==> src/rtl/cpu_pkg.sv <==
`default_nettype none
// ============================================================================
//  Module      : cpu_pkg
//  Description : Shared widths and types for the 16-bit pipeline ID/EX
//                operand forwarding logic.
//  Revision    : 1.0 - initial release
// ============================================================================
package cpu_pkg;

    localparam int         DATA_W   = 16;
    localparam int         ADDR_W   = 4;
    localparam logic [3:0] REG_ZERO = 4'h0;

    // Source of an operand leaving the forwarding mux.
    typedef enum logic [1:0] {
        SEL_ZERO = 2'd0,
        SEL_RF   = 2'd1,
        SEL_MEM  = 2'd2,
        SEL_EX   = 2'd3
    } fwd_sel_e;

endpackage
`default_nettype wire

==> src/rtl/fwd_mux.sv <==
`default_nettype none
// ============================================================================
//  Module      : fwd_mux
//  Description : Per-source forwarding: matches one source register against
//                the EX and MEM writers and picks EX result, MEM result or
//                register-file data. Also flags a load still sitting in EX.
//  Revision    : 1.0 - initial release
// ============================================================================
module fwd_mux #(
    parameter int DATA_W = cpu_pkg::DATA_W,
    parameter int ADDR_W = cpu_pkg::ADDR_W
) (
    input  logic              i_re,
    input  logic [ADDR_W-1:0] i_src_addr,
    input  logic [DATA_W-1:0] i_rf_data,
    input  logic              i_ex_vld,
    input  logic              i_ex_we,
    input  logic              i_ex_ld,
    input  logic [ADDR_W-1:0] i_ex_dst_addr,
    input  logic [DATA_W-1:0] i_ex_rslt,
    input  logic              i_mem_we,
    input  logic [ADDR_W-1:0] i_mem_dst_addr,
    input  logic [DATA_W-1:0] i_mem_rslt,
    output logic [DATA_W-1:0] o_operand,
    output logic              o_ld_hazard
);

    import cpu_pkg::*;

    logic     w_src_live;
    logic     w_ex_match;
    logic     w_mem_match;
    fwd_sel_e w_sel;

    // R0 is hard-wired to zero, so it never takes a forwarded value.
    assign w_src_live  = i_re && (i_src_addr != ADDR_W'(REG_ZERO));
    assign w_ex_match  = w_src_live && i_ex_vld && i_ex_we && (i_ex_dst_addr == i_src_addr);
    assign w_mem_match = w_src_live && i_mem_we && (i_mem_dst_addr == i_src_addr);

    // A load in EX has no data yet; the top stalls on this.
    assign o_ld_hazard = w_ex_match && i_ex_ld;

    // Youngest writer wins: EX ahead of MEM, MEM ahead of the register file.
    always_comb begin
        w_sel = SEL_RF;
        if (!i_re) begin
            w_sel = SEL_ZERO;
        end else if (w_ex_match && !i_ex_ld) begin
            w_sel = SEL_EX;
        end else if (w_mem_match) begin
            w_sel = SEL_MEM;
        end
    end

    // Drive the operand from the selected source.
    always_comb begin
        o_operand = '0;
        case (w_sel)
            SEL_EX:   o_operand = i_ex_rslt;
            SEL_MEM:  o_operand = i_mem_rslt;
            SEL_RF:   o_operand = i_rf_data;
            default:  o_operand = '0;
        endcase
    end

endmodule
`default_nettype wire

==> src/rtl/operand_fwd_stage.sv <==
`default_nettype none
// ============================================================================
//  Module      : operand_fwd_stage
//  Description : ID/EX boundary. Forwards EX/MEM results into the two source
//                operands, stalls ID for one cycle on a load-use hazard,
//                kills ID on flush, and carries EX/MEM destination tracking.
//  Revision    : 1.0 - initial release
// ============================================================================
module operand_fwd_stage #(
    parameter int DATA_W = cpu_pkg::DATA_W,
    parameter int ADDR_W = cpu_pkg::ADDR_W,
    parameter int CNT_W  = 16
) (
    input  logic              clk,
    input  logic              rst,
    input  logic              id_vld,
    input  logic [ADDR_W-1:0] id_p0_addr,
    input  logic [ADDR_W-1:0] id_p1_addr,
    input  logic              id_re0,
    input  logic              id_re1,
    input  logic [ADDR_W-1:0] id_dst_addr,
    input  logic              id_we,
    input  logic              id_ld,
    input  logic [DATA_W-1:0] rf_p0,
    input  logic [DATA_W-1:0] rf_p1,
    input  logic [DATA_W-1:0] ex_rslt,
    input  logic [DATA_W-1:0] mem_rslt,
    input  logic              flush,
    output logic              stall_id,
    output logic              ex_vld,
    output logic [DATA_W-1:0] ex_opA,
    output logic [DATA_W-1:0] ex_opB,
    output logic [ADDR_W-1:0] ex_dst_addr,
    output logic              ex_we,
    output logic              ex_ld,
    output logic [ADDR_W-1:0] mem_dst_addr,
    output logic              mem_we,
    output logic [CNT_W-1:0]  stall_cnt
);

    localparam logic [CNT_W-1:0] c_cnt_max = '1;

    // EX / MEM pipe state
    logic              r_ex_vld;
    logic              r_ex_we;
    logic              r_ex_ld;
    logic [ADDR_W-1:0] r_ex_dst;
    logic [DATA_W-1:0] r_op_a;
    logic [DATA_W-1:0] r_op_b;
    logic [ADDR_W-1:0] r_mem_dst;
    logic              r_mem_we;
    logic [CNT_W-1:0]  r_stall_cnt;

    // Per-source views (index 0 = A, 1 = B)
    logic [1:0]        w_re;
    logic [ADDR_W-1:0] w_src_addr [2];
    logic [DATA_W-1:0] w_rf_data  [2];
    logic [DATA_W-1:0] w_operand  [2];
    logic [1:0]        w_ld_hz;
    logic              w_luse;
    logic              w_kill;

    assign w_re          = {id_re1, id_re0};
    assign w_src_addr[0] = id_p0_addr;
    assign w_src_addr[1] = id_p1_addr;
    assign w_rf_data[0]  = rf_p0;
    assign w_rf_data[1]  = rf_p1;

    for (genvar gi = 0; gi < 2; gi++) begin : g_src
        fwd_mux #(
            .DATA_W (DATA_W),
            .ADDR_W (ADDR_W)
        ) u_fwd_mux (
            .i_re           (w_re[gi]),
            .i_src_addr     (w_src_addr[gi]),
            .i_rf_data      (w_rf_data[gi]),
            .i_ex_vld       (r_ex_vld),
            .i_ex_we        (r_ex_we),
            .i_ex_ld        (r_ex_ld),
            .i_ex_dst_addr  (r_ex_dst),
            .i_ex_rslt      (ex_rslt),
            .i_mem_we       (r_mem_we),
            .i_mem_dst_addr (r_mem_dst),
            .i_mem_rslt     (mem_rslt),
            .o_operand      (w_operand[gi]),
            .o_ld_hazard    (w_ld_hz[gi])
        );
    end

    // Flush takes precedence: a killed instruction never stalls or counts.
    assign w_luse   = id_vld && !flush && (|w_ld_hz);
    assign w_kill   = flush || w_luse;
    assign stall_id = w_luse && !rst;

    // ID/EX and EX/MEM pipe registers; a killed or stalled ID becomes a bubble.
    always_ff @(posedge clk or posedge rst) begin
        if (rst) begin
            r_ex_vld  <= 1'b0;
            r_ex_we   <= 1'b0;
            r_ex_ld   <= 1'b0;
            r_ex_dst  <= '0;
            r_op_a    <= '0;
            r_op_b    <= '0;
            r_mem_dst <= '0;
            r_mem_we  <= 1'b0;
        end else begin
            r_mem_dst <= r_ex_dst;
            r_mem_we  <= r_ex_we & r_ex_vld;
            if (w_kill) begin
                r_ex_vld <= 1'b0;
                r_ex_we  <= 1'b0;
                r_ex_ld  <= 1'b0;
            end else begin
                r_ex_vld <= id_vld;
                r_ex_we  <= id_we & id_vld;
                r_ex_ld  <= id_ld & id_vld;
                r_ex_dst <= id_dst_addr;
                r_op_a   <= w_operand[0];
                r_op_b   <= w_operand[1];
            end
        end
    end

    // Saturating count of load-use stalls.
    always_ff @(posedge clk or posedge rst) begin
        if (rst) begin
            r_stall_cnt <= '0;
        end else if (w_luse && (r_stall_cnt != c_cnt_max)) begin
            r_stall_cnt <= r_stall_cnt + 1'b1;
        end
    end

    assign ex_vld       = r_ex_vld;
    assign ex_we        = r_ex_we;
    assign ex_ld        = r_ex_ld;
    assign ex_dst_addr  = r_ex_dst;
    assign ex_opA       = r_op_a;
    assign ex_opB       = r_op_b;
    assign mem_dst_addr = r_mem_dst;
    assign mem_we       = r_mem_we;
    assign stall_cnt    = r_stall_cnt;

endmodule
`default_nettype wire

==> config.mk <==
export PLATFORM = sky130hd
export DESIGN_NAME = operand_fwd_stage
export DESIGN_NICKNAME = d
export VERILOG_FILES = /design/src/rtl/cpu_pkg.sv /design/src/rtl/fwd_mux.sv /design/src/rtl/operand_fwd_stage.sv
export SDC_FILE = /design/constraint.sdc
export NUM_CORES = 1
export LEC_CHECK = 0
export CAP_MARGIN = 20
export CORE_MARGIN = 2
export CORE_UTILIZATION = 40
export DETAILED_ROUTE_END_ITERATION = 16
export DONT_BUFFER_PORTS = 1
export PLACE_DENSITY = 0.52
export SKIP_LAST_GASP = 1
export SLEW_MARGIN = 20
export SYNTH_ARGS = -nofsm -noshare
export SYNTH_HDL_FRONTEND = slang
export SYNTH_HIERARCHICAL = 1
export SYNTH_SLANG_ARGS = --single-unit
==> constraint.sdc <==
create_clock -name clk -period 3.7 [get_ports clk]
set_clock_uncertainty 0.15 [all_clocks]
set_input_delay 0.185 -clock clk [delete_from_list [all_inputs] [get_ports clk]]
set_output_delay 0.185 -clock clk [all_outputs]
set_load 0.01 [all_outputs]
==> results of run 1 <==
[what timing repair did]
item                      CTS  global route
hold endpoints to repair   53             0
setup buffers               0             0
gates resized for setup     0             0
hold buffers               25             0
[cell type report]
class	count	share of cell area, %
tap	108	3.345
clock inverter	3	1.672
sequential	60	37.16
inverter	1	0.09291
multi-input combinational	267	46.24
clock buffer	13	4.181
timing repair buffer	31	7.309
[stage by stage]
step	worst slack, ps	utilization [%]	std cells	total power [mW]
3_3_place_gp	752.5	41.15	442	0.8900
5_1_grt	495.8	46.78	483	1.667
2_1_floorplan	989.2	-	350	0.8653
3_5_place_dp	726.3	41.15	442	0.8933
6_report	718.4	46.78	483	1.595
4_1_cts	714.7	46.78	483	1.617
[worst register-to-register path, stage by stage (launching register included)]
cell	delay [ps]
dfrtp_1	480
xor2_1	200
or4_4	560
nor3b_1	360
nor2_1	110
or3_1	500
nor4_1	350
xor2_1	180
[power by group through the flow]
stage               clock network [mW]  registers [mW]  logic, mW
floorplan                            0           0.757      0.108
global placement                     0           0.773      0.117
detailed placement                   0           0.773      0.121
CTS                              0.712           0.760      0.145
global route                     0.743           0.765      0.159
finish                           0.694           0.759      0.143
[worst min path at each step]
stage           startpoint      endpoint  cells past startpoint
6_report       ex_rslt[12]    ex_opB[12]                      3
5_1_grt         ex_rslt[9]     ex_opB[9]                      3
4_1_cts        ex_rslt[12]    ex_opB[12]                      3
3_5_place_dp           rst  stall_cnt[3]                      1
3_3_place_gp           rst  stall_cnt[3]                      1
2_1_floorplan       id_vld        ex_vld                      2
[flip-flops by register name, indices dropped and copies added, names as in the netlist]
| register | cells |
|---|---|
| ex_we | 1 |
| ex_opA | 16 |
| stall_cnt | 16 |
| mem_dst_addr | 4 |
| mem_we | 1 |
| ex_dst_addr | 4 |
| ex_opB | 16 |
| ex_vld | 1 |
| ex_ld | 1 |
[cell families (layout without fill, tap and decap cells)]
family          after synthesis  after routing  synth area share [%]
xor+xnor                     30             30                 7.460
fa+ha+maj                     1              1                0.3552
compound gates               67             67                 10.09
flops                        60             60                 42.63
simple gates                132            132                 22.98
buf+inv                      23             48                 4.547
mux                          37             37                 11.94
[layer usage]
metal	GRT usage, %	vias up
met3	7.588	14
met5	0	-
met4	7.799	0
met1	25.62	1328
met2	35.35	116
li1	-	1285
[cells in the final DEF, fill, tap and decap left out, types with 4 or more instances in the layout]
master and instances:
nor2_1 21, xor2_1 26, nand3_1 29, dlygate4sd3_1 25
nand2_1 13, nor3b_1 8, a31oi_1 4, xnor2_1 4
a21oi_1 56, nor4_1 4, nor3_1 7, nor2_2 15
or4_4 4, buf_4 6, a21oi_2 4, mux2_2 36
dfrtp_1 60, clkbuf_8 12
==> results.txt, run 1 <==
- Die area: 9572 sq um
* Cell at the root of the clock tree: clkbuf_8
- For this block, the initial DRC count from the detailed router was 91.
* Overall routing resource usage: 21.33%
- Critical path buffers and inverters: 0
- Final number of max-transition violations: 0
- In this run the core area contains 34 standard-cell rows.
- Yosys mapped the design onto 43 distinct sky130hd cell types.
- The most used flip-flop cell after synthesis is dfrtp_1.
* Required time of the critical path: 3790 ps
- Relative to the synthesized area, the layout overhead comes to 14.71%.
- Setup repair after global routing left no endpoint under its margin.
- The die is 97.84 um tall.
- Top cells by instance count after synthesis: 60 x dfrtp_1, 56 x a21oi_1, 36 x mux2_2
* Number of synthesized flops with an enable pin: 0
- The worst setup path is launched from a flop.
* Clock transition at the registers of the reported paths: 70 ps
- The most critical setup path has its endpoint at stall_cnt[10].
- Count of buffers from port buffering: 0
- Area of placed instances: 3553 sq um
* Clock tree from TritonCTS: done
- Maximum frequency from static timing analysis: 335.4 MHz
- The first detailed-routing pass took 4 iterations.
* Maximum resistive drop on vdd: 0.0001378 V
- In the final timing run, aggregate negative setup slack is 0 ps.
- Detailed placement finished with a half-perimeter wire length of 7.058 mm.
* Status: finished, final reports clean
- Proportion of total power due to net switching: 23.99%
* Weighted congestion reported at the end of routability-driven placement: 0.7957
- For the pin with the worst max-slew slack, the measured transition is 1059 ps.
* Die W: 97.84 um
- Total via count after detailed routing: 2743
* Final Hold Viols: 0
- Max layer used: met4
- Summing all non-filler instances in the final layout gives an area of 4040 sq um.
- Final routed wirelength across all metal layers: 10.09 mm
* CP Data Arrival Time: 3070 ps
* Net count after synthesis: 435
- Counting along the longest clock path gives a buffer depth of 2.
- Fin crit period: 2982 ps
* Largest net degree at the start of global routing: 37
- CTS built an H-tree with a depth of 3.
* Sw power: 0.3827 mW
* Core region area: 8636 sq um
- Mean post-synth cell area: 10.06 sq um
- After detailed routing, the number of vias per cell comes to 5.679.
- Cts bufs inserted: 9
- NumNets Final: 455
- STA classifies the critical path endpoint as a flop.
* Number of cells on the critical path: 7
- Part of the power in combinational logic: 8.9%
* Number of synthesis warnings: 6
* Layout cells sized above 1: 25.33%
* Number of storage elements in the synthesis netlist: 60
- Setup violation total in the final timing report: 0
* CP startpoint: ex_dst_addr[1]
- Antenna-violating nets left: 0
- Sorting the synthesized cells by area gives the leading types as dfrtp_1 43%, mux2_2 12%, a21oi_1 8.0%, xor2_1 6.5%, nand3_1 4.1%.
* Detailed-route DRC error count: 0
- Summed over all layers, the global routing overflow is 0.
* Routed length per instance: 20.88 um
- Counting stages on the worst path, the most repeated cell is xor2_1.
- Sequential cells were found to cover 42.63% of the synthesized design area.
- Ordered cell list for the critical path: xor2_1 -> or4_4 -> nor3b_1 -> nor2_1 -> or3_1 -> nor4_1 -> xor2_1
- The number of global-route vias before repair was 2882.
* Number of antenna cells inserted: 0
- Internal power comes to 1.212 mW.
* Combined area of the multi-input logic cells: 1868 sq um
* Filler instances: 811
* FF+latch area: 1501 sq um
- The path class of the tightest hold or removal check is input port to flop.
- Category of the most critical setup path: flop to flop
* Detailed-routed wire length on met3: 876 um
* Max Fanout on Critical Path: 7
* R2R depth: 7
- Antenna violations before repair: 0
- On the final layout, the worst hold slack is 10.54 ps.
- Cell area after synthesis: 3522 sq um
- Routed met2 length: 4.833 mm
* Top-area cell type share of the netlist area: 42.63%
- The first global-routing pass estimated 15.92 mm of wire.
- In this design, the stage delay of the slowest critical-path cell is 560 ps.
- Static Leakage: 1.770 nW
- Area leader, netlist: dfrtp_1
- Final period util: 80.58%
- The worst pin sits at a relative slew slack of 29.22%.
- The detailed router put a total of 4.163 mm of wire on met1.
- After synthesis, the share of flip-flops with an asynchronous set or reset is 100.0%.
- Top cell family by delay on the critical path: simple AND/OR/NAND/NOR gates
* Reg power frac: 47.6%
* Ports: 145
- Clock latency on the worst-skew pair, taken at its later pin, is 330 ps.
* Master of the slowest instance on the critical path: or4_4
- For flop-to-flop paths, the worst setup slack is 720 ps.
- Reg-to-reg critical path endpoint: stall_cnt[10]
- Clock power share: 43.5%
- Most numerous cell in the Yosys netlist: dfrtp_1
* Pwr per Cell Area: 394.8 nW/um^2
- Number of clock sinks seen by CTS: 60
- For this configuration, the core starts out at a cell density of 40.79%.
- Max cap viols: 0
- The worst register-to-register path begins at ex_dst_addr[1].
- Synthesis produced 350 cells.
Power figures use the tool's default switching activity.
==> run 2, diff against run 1 <==
PLACE_DENSITY = 0.54   (was 0.52)
clock period = 2.7 ns   (was 3.7 ns; I/O delays follow)
==> run 2 against run 1 <==
  * Utilization increased by 6.2 points
  * Routed wire length increased by 7.9%
  * Critical path depth increased by 1
  * Worst hold slack improved by 3.6 ps
  * Global-route usage increased by 1.4 points
  * Cell area increased by 13%
  * Non-clock buffer count increased by 50
  * Combinational power increased by 96%
  * Largest cell class unchanged
  * Largest power group unchanged
  * Highest routed layer unchanged
==> results.txt, run 2 (same netlist as run 1, synthesis figures left out) <==
- Met2 layer usage reported by global route: 36.93%
* Placed Cells incl. Taps: 457
- Post-route insts no fill: 531
* Worst Tran Pin Value: 603.9 ps
- Minimum setup slack among reg-to-reg paths: 30 ps
- Category of the most critical setup path: flop to flop
* Final setup margin: 28.53 ps
- Antenna-violating nets left: 0
- Post-placement setup slack: -201.2 ps
- The floorplan has 34 rows.
- HPWL after detailed placement: 7.222 mm
* Core occupancy in the finished layout: 53.00%
- CP startpoint kind: flop
- The number of antenna diodes in the final layout is 0.
- Die W: 97.84 um
- For this run the aggregate overflow at the end of global routing stands at 0.
- The clock tree synthesis step divided the H-tree into 3 levels.
* Final TNS setup: 0 ps
- Measured in cells, the most critical reg-to-reg path has a length of 8.
- Routed length per instance: 20.50 um
* Final number of max-transition violations: 0
* Clock transition at the registers of the reported paths: 70 ps
- Along the worst path, the maximum fanout reaches 4.
* Max cap viols: 0
- Commonest non-fill, non-tap cell in the layout: dfrtp_1
- For this run, the post-layout net count is 505.
- Met3 usage in global routing: 7.588%
- The initial antenna violation count was 0.
- Ports: 145
- Initial Util: 40.79%
* Detailed-route DRC error count: 0
- Derived from the worst setup path, the maximum achievable clock frequency is 374.3 MHz.
- The path with the worst hold slack has its endpoint at ex_opB[9].
- Die area: 9572 sq um
- Max transition margin: 59.44%
- IR analysis of the VDD net gives a maximum drop of 0.0002540 V.
* Most heavily used metal layer in global routing: met2
- The analysis attributes to cell leakage a power of 2.022 nW.
- Vias in the first global route: 3160
- Length of the first detailed-routing pass in iterations: 4
- Clock tree synthesis selected as its root buffer the cell clkbuf_8.
- Layout cells sized above 1: 29.31%
* Height of the die: 97.84 um
- The count of buffers added on input and output ports is 0.
- Overall routing resource usage: 22.68%
- Number of clock sinks seen by CTS: 60
- The core region is 8636 sq um.
- Entering global routing, the biggest net connects 37 pins.
* Startpoint of the worst register-to-register path: ex_dst_addr[1]
- Summing over every cut layer, the via total after detailed routing is 3045.
- First-pass GRT wire length: 16.75 mm
* Fin crit period: 2671 ps
* FF+latch area: 1501 sq um
- After detailed routing, the total wire length is 10.88 mm.
- Setup repair after global routing missed its margin: true
- Number of DRC violations after detailed-routing iteration 0: 140
- Cts bufs inserted: 9
- Reg-to-reg critical path endpoint: stall_cnt[14]
- Combined area of the multi-input logic cells: 1953 sq um
* Clock tree from TritonCTS: done
- Hold crit path type: input port to flop
- For met1 alone, demand over resource in global routing was 27.10%.
* Clock insertion delay at the later pin of the skew report: 330 ps
- Crit. End Element: flop
- The count of final hold-check violations is 0.
* Pwr per Cell Area: 445.3 nW/um^2
- Setup violation total in the final timing report: 0
- In the layout the commonest cells are 60 x dfrtp_1, 56 x a21oi_1, 54 x dlygate4sd3_1.
- Along the worst hold path, the cell count comes to 3.
- Weighted congestion reported at the end of routability-driven placement: 0.8771
* Status: finished, final reports clean
- Compared with the post-synthesis result, the final layout area differs by 29.95%.
- Dividing the detail-routed via count by the number of cells gives 5.734.
- Dividing the final minimum period by the clock period gives 98.94%.
* Required time of the critical path: 2800 ps
* CP Data Arrival Time: 2770 ps
* Hold_sp: mem_rslt[9]
- CTS Buffer Depth: 2
- Filler instances: 773
==> run 2: area by class of cell <==
type	count	share of cell area, %
timing repair buffer	81	17.66
multi-input combinational	267	42.67
clock buffer	12	3.609
inverter	1	0.08201
sequential	60	32.80
clock inverter	2	0.2187
tap	108	2.952
==> run 2: stage by stage <==
stage / power (mW) / hold WS, ps / instance area (sq um)
after floorplan: 1.186 / 128.4 / 3527
after global placement: 1.233 / -15.53 / 3696
after detailed placement: 1.237 / -27.23 / 3696
after CTS: 2.051 / 1.011 / 4434
after global routing: 2.152 / 15.98 / 4577
final: 2.038 / 14.18 / 4577
==> run 2: metal layers <==
layer,part of all wire [%],vias up,wire length (um)
li1,-,1383,-
met1,40,1498,4347
met2,50,148,5442
met3,8.6,16,935
met4,1.5,0,158
met5,0,-,0
==> run 2: worst max path at each step <==
stage                               end            from
after floorplan           stall_cnt[12]  ex_dst_addr[1]
after global placement    stall_cnt[12]  ex_dst_addr[1]
after detailed placement   stall_cnt[6]  ex_dst_addr[1]
after CTS                 stall_cnt[14]  ex_dst_addr[1]
after global routing       stall_cnt[6]  ex_dst_addr[1]
final                     stall_cnt[14]  ex_dst_addr[1]
==> run 2: where the power goes <==
group | leakage [nW] | internal (mW) | switching [mW]
Sequential | 0.783 | 0.957 | 0.0749
Clock | 0.0941 | 0.395 | 0.331
Combinational | 1.14 | 0.159 | 0.122
==> run 2: timing repair <==
item | CTS | global route
endpoints found under the setup margin | 27 | 18
resized for setup | 6 | 10
hold endpoints to repair | 64 | 2
hold buffers | 53 | 1
setup buffers | 0 | 5
pin swaps | 0 | 8
==> run 2: worst max-delay path, stage by stage, from the launching register on <==
cell	delay, ps
dfrtp_1	420
xor2_1	150
or4_4	540
nor3b_4	270
buf_6	140
nor2_4	30
or3_4	420
nor4b_4	310
xor2_1	160
==> run 3, diff against run 2 <==
CORE_UTILIZATION = 50   (was 40)
GPL_ROUTABILITY_DRIVEN = 0   (was not set)
PLACE_DENSITY = 0.66   (was 0.54)
==> run 3 against run 2 <==
  * Register-to-register slack improved by 60 ps
  * Fmax grew 2.2%
  * Routed wire length decreased by 6.4%
  * Die area fell by 19%
  * Cell area fell by 6.5%
  * Critical path depth down 2
==> results.txt, run 3 (same netlist as run 1, synthesis figures left out) <==
- 145 I/O pins were placed.
- Max cap viols: 0
* Cts bufs inserted: 9
- Max transition margin: 51.17%
- HPWL after detailed placement: 6.874 mm
- The detailed router finished its first iteration with 122 violations.
* Category of the most critical setup path: flop to output port
- The die is 87.93 um tall.
- Wires add up to 10.19 mm.
* Filler instances: 556
- Setup violation total in the final timing report: 0
- Pwr per Cell Area: 468.7 nW/um^2
- Routed length per instance: 20.58 um
- Along the worst path, the maximum fanout reaches 10.
- Maximum resistive drop on vdd: 0.0003130 V
- For this run, the detailed router's first-pass iteration total came to 4.
- Port buffering added 0 buffers.
- The smallest clock period supported by the final layout is computed as 2614 ps.
* Most frequent cells in the layout: 60 x dfrtp_1, 56 x a21oi_1, 36 x mux2_2
- Final number of max-transition violations: 0
* Final Hold Viols: 0
- In this run the standard cell core region covers 6794 sq um.
- Antenna violations before repair: 0
- Die area: 7732 sq um
- Post-placement setup slack: -164.3 ps
- Die W: 87.93 um
- For the worst setup path, the data required time is 2410 ps.
* CTS HTree Levels: 3
- Summing over every cut layer, the via total after detailed routing is 2911.
- Leaving out fill and tap cells, the most frequent cell in the layout is dfrtp_1.
- Grt ovf: 0
- Cell at the root of the clock tree: clkbuf_8
- The worst setup path is launched from a flop.
- Worst Tran Pin Value: 731.3 ps
* CP Data Arrival Time: 2330 ps
- Clock-pin slew was measured on the worst setup and hold paths at 70 ps.
- Final setup margin: 85.84 ps
- From synthesis to final layout, the design area changed by 21.49%.
- The number of cells on the worst reg-to-reg path is 7.
* Number of stages on the worst hold path: 3
* Setup repair after global routing missed its margin: true
- For this run, the total global-route usage over all layers was measured as 26.88%.
- Clock tree from TritonCTS: done
- The analysis attributes to cell leakage a power of 1.910 nW.
- Layout cells sized above 1: 29.32%
- Number of placement rows: 30
- Status: finished, final reports clean
- The number of global-route vias before repair came to 3048.
- Largest net degree at the start of global routing: 35
- The worst setup path is captured at an output port.
* Vias/cell: 5.881
- In this run the worst hold path is classified as input port to flop.
- The detail route stage leaves a number of antenna-violating nets equal to 0.
- Cells fill 62.98% of the core in the end.
* Initial Util: 51.84%
* Maximum frequency from static timing analysis: 382.5 MHz
- The first global-routing pass estimated 15.44 mm of wire.
- Number of antenna cells inserted: 0
* Detailed-route DRC error count: 0
* NumNets Final: 481
* Number of clock sinks seen by CTS: 60
- The final critical path takes up 96.82% of the cycle.
- Clock latency on the worst-skew pair, taken at its later pin, is 330 ps.
- In this run the deepest clock path goes through 2 buffers.
## run 3: path summary, 6_finish.rpt
| path | startpoint | end | slack, ps |
|---|---|---|---|
| max reg2reg | ex_dst_addr[1] | stall_cnt[12] | 90 |
| min reg2reg | stall_cnt[15] | stall_cnt[15] | 410 |
| max | ex_dst_addr[1] | stall_id | 90 |
| min | mem_rslt[13] | ex_opA[13] | 4 |
| min in group asynchronous | rst | ex_dst_addr[1] | 240 |
| max in group asynchronous | rst | stall_cnt[3] | 1450 |
## run 3: metrics by stage
step | TNS, ps | hold WS [ps] | cell area (sq um) | power, mW | instances
after floorplan | 0 | 128.4 | 3527 | 1.186 | 350
after global placement | -18.61 | 34.17 | 3681 | 1.238 | 445
after detailed placement | -1174 | 35.58 | 3681 | 1.245 | 445
after CTS | -25.12 | 0.1868 | 4228 | 2.023 | 494
after global routing | -73.09 | 17.34 | 4279 | 2.097 | 495
final | 0 | 4.222 | 4279 | 2.006 | 495
## run 3: area by class of cell
cell class,instances,area (sq um),area share (%)
Timing Repair Buffer,56,530.5,12.40
Inverter,1,3.754,0.08772
Sequential cell,60,1501,35.09
Clock inverter,2,10.01,0.2339
Clock buffer,12,165.2,3.860
Tap cell,96,120.1,2.807
Multi-Input combinational cell,268,1948,45.53
## run 3: what timing repair did
action                                 4_1_cts  5_1_grt
setup buffers                                0        1
pin swaps                                    0        2
hold buffers                                34        0
endpoints found under the hold margin       67        0
cloned                                       1        0
setup endpoints to repair                   38       50
gates resized for setup                      4        7
## run 3: power breakdown
group	internal (mW)	switching, mW	total (mW)
Clock	0.395	0.333	0.728
Combinational	0.135	0.111	0.246
Sequential	0.956	0.0755	1.03
## run 3: layer usage
layer	wire length [um]	share of wire, %	global-route usage, %
met3	909	8.9	8.765
met1	3885	38	29.85
met4	252	2.5	10.63
met5	0	0	0
met2	5137	50	47.59
## run 3: worst max-delay path: stages (launching register included)
cell and delay, ps:
dfrtp_1 410, xor2_1 170, or4_4 570, nor3b_4 240, o21ai_1 190, buf_4 230, nor2_1 180
